$ cat src/rtl/adcv_pkg.sv
// Shared constants, FSM state type and window-length clamp for the ADC code decimator.
package adcv_pkg;

    localparam int DEF_CODE_W    = 8;
    localparam int DEF_MAX_LOG2N = 8;

    typedef enum logic {
        IDLE  = 1'b0,
        ACCUM = 1'b1
    } dec_state_e;

    // Requested log2 window lengths above the supported maximum fall back to the maximum.
    function automatic logic [7:0] clamp_l2n(input logic [7:0] log2n,
                                             input int unsigned max_l2n = DEF_MAX_LOG2N);
        if (32'(log2n) > max_l2n) begin
            return 8'(max_l2n);
        end
        return log2n;
    endfunction

endpackage

$ cat src/rtl/adc_dec_out_hold.sv
// Result holding register with valid/ready handshake and sticky overrun flag.
// Optional min/max result fields are present when ADC_DEC_MINMAX_EN is defined.
module adc_dec_out_hold
    import adcv_pkg::*;
#(
    parameter int B     = DEF_CODE_W,
    parameter int ACC_W = DEF_CODE_W + DEF_MAX_LOG2N
) (
    input  logic             clock,
    input  logic             reset,
    input  logic             load_req,
    input  logic [ACC_W-1:0] in_sum,
    input  logic [B-1:0]     in_mean,
`ifdef ADC_DEC_MINMAX_EN
    input  logic [B-1:0]     in_min,
    input  logic [B-1:0]     in_max,
    output logic [B-1:0]     out_min,
    output logic [B-1:0]     out_max,
`endif
    input  logic             clr_overrun,
    input  logic             out_ready,
    output logic             out_valid,
    output logic [ACC_W-1:0] out_sum,
    output logic [B-1:0]     out_mean,
    output logic             overrun
);

    // Handshake: a result transfers on any edge where out_valid && out_ready; while
    // out_valid is high without out_ready the held data must not change.
    logic             valid_q, valid_d;
    logic [ACC_W-1:0] sum_q, sum_d;
    logic [B-1:0]     mean_q, mean_d;
    logic             overrun_q, overrun_d;
    logic             load;
    logic             drop;

    assign load = load_req && (!valid_q || out_ready);
    assign drop = load_req && valid_q && !out_ready;

    always_comb begin
        valid_d   = valid_q;
        sum_d     = sum_q;
        mean_d    = mean_q;
        overrun_d = (overrun_q && !clr_overrun) || drop;
        if (load) begin
            valid_d = 1'b1;
            sum_d   = in_sum;
            mean_d  = in_mean;
        end else if (out_ready) begin
            valid_d = 1'b0;
        end
    end

    always_ff @(posedge clock or posedge reset) begin
        if (reset) begin
            valid_q   <= 1'b0;
            sum_q     <= '0;
            mean_q    <= '0;
            overrun_q <= 1'b0;
        end else begin
            valid_q   <= valid_d;
            sum_q     <= sum_d;
            mean_q    <= mean_d;
            overrun_q <= overrun_d;
        end
    end

`ifdef ADC_DEC_MINMAX_EN
    logic [B-1:0] min_q, min_d;
    logic [B-1:0] max_q, max_d;

    always_comb begin
        min_d = min_q;
        max_d = max_q;
        if (load) begin
            min_d = in_min;
            max_d = in_max;
        end
    end

    always_ff @(posedge clock or posedge reset) begin
        if (reset) begin
            min_q <= '0;
            max_q <= '0;
        end else begin
            min_q <= min_d;
            max_q <= max_d;
        end
    end

    assign out_min = min_q;
    assign out_max = max_q;
`endif

    assign out_valid = valid_q;
    assign out_sum   = sum_q;
    assign out_mean  = mean_q;
    assign overrun   = overrun_q;

endmodule

$ cat src/rtl/adc_code_decimator.sv
// Window accumulator/decimator for binary ADC codes: emits sum and mean per 2^log2n samples.
// Define ADC_DEC_MINMAX_EN to add per-window out_min/out_max outputs.
module adc_code_decimator
    import adcv_pkg::*;
#(
    parameter  int B         = DEF_CODE_W,
    parameter  int MAX_LOG2N = DEF_MAX_LOG2N,
    localparam int ACC_W     = B + MAX_LOG2N,
    localparam int L2N_W     = $clog2(MAX_LOG2N + 1)
) (
    input  logic             clock,
    input  logic             reset,
    input  logic             enable,
    input  logic [L2N_W-1:0] log2n,
    input  logic             in_valid,
    input  logic [B-1:0]     in_code,
    output logic             out_valid,
    input  logic             out_ready,
    output logic [ACC_W-1:0] out_sum,
    output logic [B-1:0]     out_mean,
`ifdef ADC_DEC_MINMAX_EN
    output logic [B-1:0]     out_min,
    output logic [B-1:0]     out_max,
`endif
    output logic             overrun,
    output logic             state_dbg
);

    dec_state_e           state_q, state_d;
    logic [L2N_W-1:0]     win_l2_q, win_l2_d;
    logic [ACC_W-1:0]     acc_q, acc_d;
    logic [MAX_LOG2N-1:0] cnt_q, cnt_d;
    logic                 en_prev_q, en_prev_d;
    logic                 complete;
    logic [ACC_W-1:0]     win_sum;
    logic [B-1:0]         win_mean;
    logic [MAX_LOG2N:0]   n_full;
    logic [MAX_LOG2N-1:0] last_cnt;

    assign n_full   = (MAX_LOG2N + 1)'(1) << win_l2_q;
    assign last_cnt = MAX_LOG2N'(n_full - (MAX_LOG2N + 1)'(1));
    // Sum including the current sample; only meaningful as a result when complete is high.
    assign win_sum  = acc_q + ACC_W'(in_code);
    assign win_mean = B'(win_sum >> win_l2_q);
    assign en_prev_d = enable;

    always_comb begin
        state_d  = state_q;
        win_l2_d = win_l2_q;
        acc_d    = acc_q;
        cnt_d    = cnt_q;
        complete = 1'b0;
        case (state_q)
            IDLE: begin
                acc_d = '0;
                cnt_d = '0;
                if (enable) begin
                    win_l2_d = L2N_W'(clamp_l2n(8'(log2n), MAX_LOG2N));
                    state_d  = ACCUM;
                end
            end
            ACCUM: begin
                if (!enable) begin
                    state_d = IDLE;
                    acc_d   = '0;
                    cnt_d   = '0;
                end else if (in_valid) begin
                    if (cnt_q == last_cnt) begin
                        complete = 1'b1;
                        acc_d    = '0;
                        cnt_d    = '0;
                    end else begin
                        acc_d = win_sum;
                        cnt_d = cnt_q + 1'b1;
                    end
                end
            end
            default: state_d = IDLE;
        endcase
    end

    always_ff @(posedge clock or posedge reset) begin
        if (reset) begin
            state_q   <= IDLE;
            win_l2_q  <= '0;
            acc_q     <= '0;
            cnt_q     <= '0;
            en_prev_q <= 1'b0;
        end else begin
            state_q   <= state_d;
            win_l2_q  <= win_l2_d;
            acc_q     <= acc_d;
            cnt_q     <= cnt_d;
            en_prev_q <= en_prev_d;
        end
    end

`ifdef ADC_DEC_MINMAX_EN
    logic [B-1:0] min_q, min_d;
    logic [B-1:0] max_q, max_d;
    logic [B-1:0] win_min, win_max;

    // The first sample of each window seeds the trackers.
    assign win_min = (cnt_q == '0 || in_code < min_q) ? in_code : min_q;
    assign win_max = (cnt_q == '0 || in_code > max_q) ? in_code : max_q;

    always_comb begin
        min_d = min_q;
        max_d = max_q;
        if (state_q == ACCUM && enable && in_valid) begin
            min_d = win_min;
            max_d = win_max;
        end
    end

    always_ff @(posedge clock or posedge reset) begin
        if (reset) begin
            min_q <= '0;
            max_q <= '0;
        end else begin
            min_q <= min_d;
            max_q <= max_d;
        end
    end
`endif

    adc_dec_out_hold #(
        .B     (B),
        .ACC_W (ACC_W)
    ) u_out_hold (
        .clock       (clock),
        .reset       (reset),
        .load_req    (complete),
        .in_sum      (win_sum),
        .in_mean     (win_mean),
`ifdef ADC_DEC_MINMAX_EN
        .in_min      (win_min),
        .in_max      (win_max),
        .out_min     (out_min),
        .out_max     (out_max),
`endif
        .clr_overrun (en_prev_q && !enable),
        .out_ready   (out_ready),
        .out_valid   (out_valid),
        .out_sum     (out_sum),
        .out_mean    (out_mean),
        .overrun     (overrun)
    );

    assign state_dbg = state_q;

endmodule
$ cat config.mk
export PLATFORM = sky130hd
export DESIGN_NAME = adc_code_decimator
export DESIGN_NICKNAME = d
export VERILOG_FILES = /design/src/rtl/adcv_pkg.sv /design/src/rtl/adc_dec_out_hold.sv /design/src/rtl/adc_code_decimator.sv
export SDC_FILE = /design/constraint.sdc
export NUM_CORES = 1
export LEC_CHECK = 0
export ABC_CLOCK_PERIOD_IN_PS = 3740
export CORE_MARGIN = 2
export CORE_UTILIZATION = 40
export CTS_CLUSTER_SIZE = 20
export DETAILED_ROUTE_END_ITERATION = 12
export PLACE_DENSITY = 0.68
export SLEW_MARGIN = 20
export SYNTH_ARGS = -nofsm -noshare
export SYNTH_HDL_FRONTEND = slang
export SYNTH_SLANG_ARGS = --single-unit
$ cat constraint.sdc
create_clock -name clock -period 3.74 [get_ports clock]
set_input_delay 0.561 -clock clock [delete_from_list [all_inputs] [get_ports clock]]
set_output_delay 0.561 -clock clock [all_outputs]
set_load 0.01 [all_outputs]
==> reports/summary.txt <==
critical path, cell by cell = clkdlybuf4s50_1 -> ha_1 -> a21oi_1 -> o211ai_1 -> o21bai_1 -> mux2_2 -> and3_1 -> o21ai_0 -> a41oi_1
status = completed
slew at the pin closest to its max-slew limit = 0.725 ns
# rows = 36
CTS tree = yes
Synth Area in Adders = 0.0354
fin crit period = 3.33 ns
Crit. End Element = register
Routed WL per cell = 18.2 µm
worst-skew pair later-pin latency = 0.32 ns
post-DP HPWL = 8900 µm
final worst setup slack = 0.413 ns
vias = 3,903
library cells used by synthesis = 67
number of buffers added on ports = 43
CP Data Required Time = 3.91 ns
CP Max Fanout = 7
post-synthesis compound-gate area fraction = 0.252
CP max stage delay = 0.65 ns
first-pass GRT wire length = 19,400 µm
Initial Util = 0.416
1st-iter DRT viols = 218
mux cell area share after synthesis = 0.0611
register area share after synthesis = 0.336
All-Layer GR Usage = 0.219
area leader, netlist = dfrtp_1
max capacitance violation total = 0
Setup WS pre-CTS = 0.102 ns
post-cts resize count = 0
layout cells sized above 1 = 0.124
vias in the first global route = 3,669
number of synthesized register bits = 55
WS Path Type = primary input to register
Core Area = 9860 µm²
buffers plus inverters on the worst setup path = 1
setup_tns = 0 ns
Post-Route Skew = 0.00489 ns
First-pass DRT Iterations = 5
Tightest Hold Check Type = register to register
post-synthesis instance total = 477
cell area after synthesis = 4100 µm²
Setup Buffers After CTS = 0
top cells by area, synth = dfrtp_1 (34%), nand2_1 (5.5%), o21ai_0 (3.9%)
CP top delay family = compound AO/OA/AOI/OAI gates
crit path DAT = 3.50 ns
leakage power = 0.00208 µW
Layout fillers = 947
fraction of registers with async set/reset = 1.00
Ports = 44
gr ovfl total = 0
Die Ht = 105 µm
Yosys top cell area share = 0.336
Post-Syn Nets = 505
PD cells = 290 nW/µm²
initial antenna violation count = 0
Power Total = 1400 µW
Post-synth top flop = dfrtp_1
Routability Congestion = 0.979
pin count of the biggest net entering global routing = 50
DRT antenna net count = 0
Area Growth Syn to Fin = 18.3%
CTS Buffer Depth = 2
largest family of logic cells by synthesized area = compound AO/OA/AOI/OAI gates
total CTS buffers = 5
Final Hold Vio Count = 0
Rel. slew slack = 0.513
Core Util, Final = 0.492
CTS Hold Bufs = 0
root buffer cell = clkbuf_8
CP max-delay cell = o21bai_1
post-layout net count = 551
Die ar. = 11,100 µm²
Clock Sinks = 55
RSZ-0062 raised after global routing = false
Final period util = 0.890
Clock Pin Slew Worst Setup and Hold Paths = 0.10 ns
Synth Area in XOR/XNOR = 0.0488
f_max = 0.301 GHz
setup violators final = 0
worst ir drop on vdd = 175 µV
Post-synth EDFFs = 0
post-DR vias/cell = 5.93
Synth Area in Simple Gates = 0.211
Routed WL = 12,000 µm
Ys Warns = 0
CP Launch Type = primary input
Syn Area/Cell = 8.59 µm²
Residual DRC = 0
H-tree depth = 2
final slew viol count = 0
Die W = 105 µm
-- flip-flops by register name (all words and copies together), names as in the netlist --
signal and cells:
cnt_q 8, u_out_hold.overrun 1, u_out_hold.out_mean 8, en_prev_q 1
win_l2_q 4, u_out_hold.out_sum 16, u_out_hold.out_valid 1, acc_q 16
-- tightest hold or removal path, stage by stage, from the launching register on --
cell and delay [ns]:
dfrtp_1 0.35, nand2_1 0.05, nand2_1 0.05
-- report_power, final --
part | switching [µW] | leakage [µW] | total [µW] | internal [µW]
logic | 248 | 0.00128 | 414 | 166
clock network | 205 | 0.0000484 | 358 | 153
registers | 17.1 | 0.000757 | 633 | 616
-- synthesized netlist by cell type, drive strengths merged (6+ instances only) --
library cell and instances:
mux2i 7, a21oi 19, a22o 13, nand3 20, nand2b 7, a211oi 7, nand2 61, nor2b 9
clkbuf 23, o21ai 34, o211ai 7, and3 6, buf 13, xnor2 12, and2 8, ha 10
nor2 38, a2111oi 6, dfrtp 55, xor2 10, a31oi 10, inv 12, mux2 6, nor3 14
-- cells by family (layout without fill, tap and decap cells) --
family / count (synthesis) / in the layout
AOI/OAI and AO/OA: 143 / 143
xor gates and xnor gates: 22 / 22
adders and majority gates: 11 / 11
buffers and inverters: 48 / 95
DFF: 55 / 55
muxes: 18 / 18
other: 0 / 1
and+or+nand+nor: 180 / 180
-- layout make-up --
cell class | instances | area (µm²) | area share
tap | 133 | 166 | 0.0343
timing repair buffer | 75 | 671 | 0.138
clock buffer | 7 | 86.3 | 0.0178
sequential | 55 | 1380 | 0.284
clock inverter | 1 | 8.76 | 0.00181
antenna | 1 | 2.50 | 0.000516
inverter | 12 | 45.0 | 0.00929
multi-input combinational | 374 | 2490 | 0.514
-- metal layers --
metal  up-vias  wire length (µm)  GRT usage
met5         -                 0          0
met4         0               339     0.0752
met3        30               728     0.0328
met2       148              5640      0.357
met1      1883              5270      0.296
li1       1842                 -          -
-- placed cells by master (no fill, tap or decap), drive strengths merged, types with 4 or more instances in the layout --
| cell type | n |
|---|---|
| a21oi | 19 |
| mux4 | 5 |
| xor2 | 10 |
| and3 | 6 |
| xnor2 | 12 |
| a211oi | 7 |
| a31oi | 10 |
| and2 | 8 |
| nor2 | 38 |
| nand2 | 61 |
| o21a | 4 |
| nand2b | 7 |
| mux2 | 6 |
| a2111oi | 6 |
| buf | 32 |
| nand3 | 20 |
| ha | 10 |
| a21o | 5 |
| clkdlybuf4s50 | 43 |
| o21bai | 5 |
| inv | 12 |
| o31ai | 5 |
| clkbuf | 7 |
| o211ai | 7 |
| nor2b | 9 |
| o21ai | 34 |
| mux2i | 7 |
| nor4 | 5 |
| a22o | 13 |
| nor3 | 14 |
| dfrtp | 55 |
-- final timing paths --
path | to | from | slack (ns) | depth (start not counted)
worst max-delay path | u_out_hold.out_mean[4]$_DFFE_PP0P_ | in_code[7] | 0.41 | 9
worst min-delay path | u_out_hold.out_sum[3]$_DFFE_PP0P_ | u_out_hold.out_sum[3]$_DFFE_PP0P_ | 0.48 | 2
worst max register to register | acc_q[8]$_DFFE_PP0P_ | win_l2_q[1]$_DFFE_PP0P_ | 0.43 | 12
worst min register to register | u_out_hold.out_sum[3]$_DFFE_PP0P_ | u_out_hold.out_sum[3]$_DFFE_PP0P_ | 0.48 | 2
max in group asynchronous | acc_q[12]$_DFFE_PP0P_ | reset | 2.37 | 3
min in group asynchronous | u_out_hold.out_sum[9]$_DFFE_PP0P_ | reset | 0.56 | 2
-- metrics by stage --
stage	cells	hold slack [ns]	instance area, µm²
2_1_floorplan	477	0.471	4100
3_3_place_gp	649	0.461	4750
3_5_place_dp	649	0.465	4750
4_1_cts	657	0.490	4850
5_1_grt	657	0.528	4850
6_report	658	0.484	4850
Power figures use the tool's default switching activity.
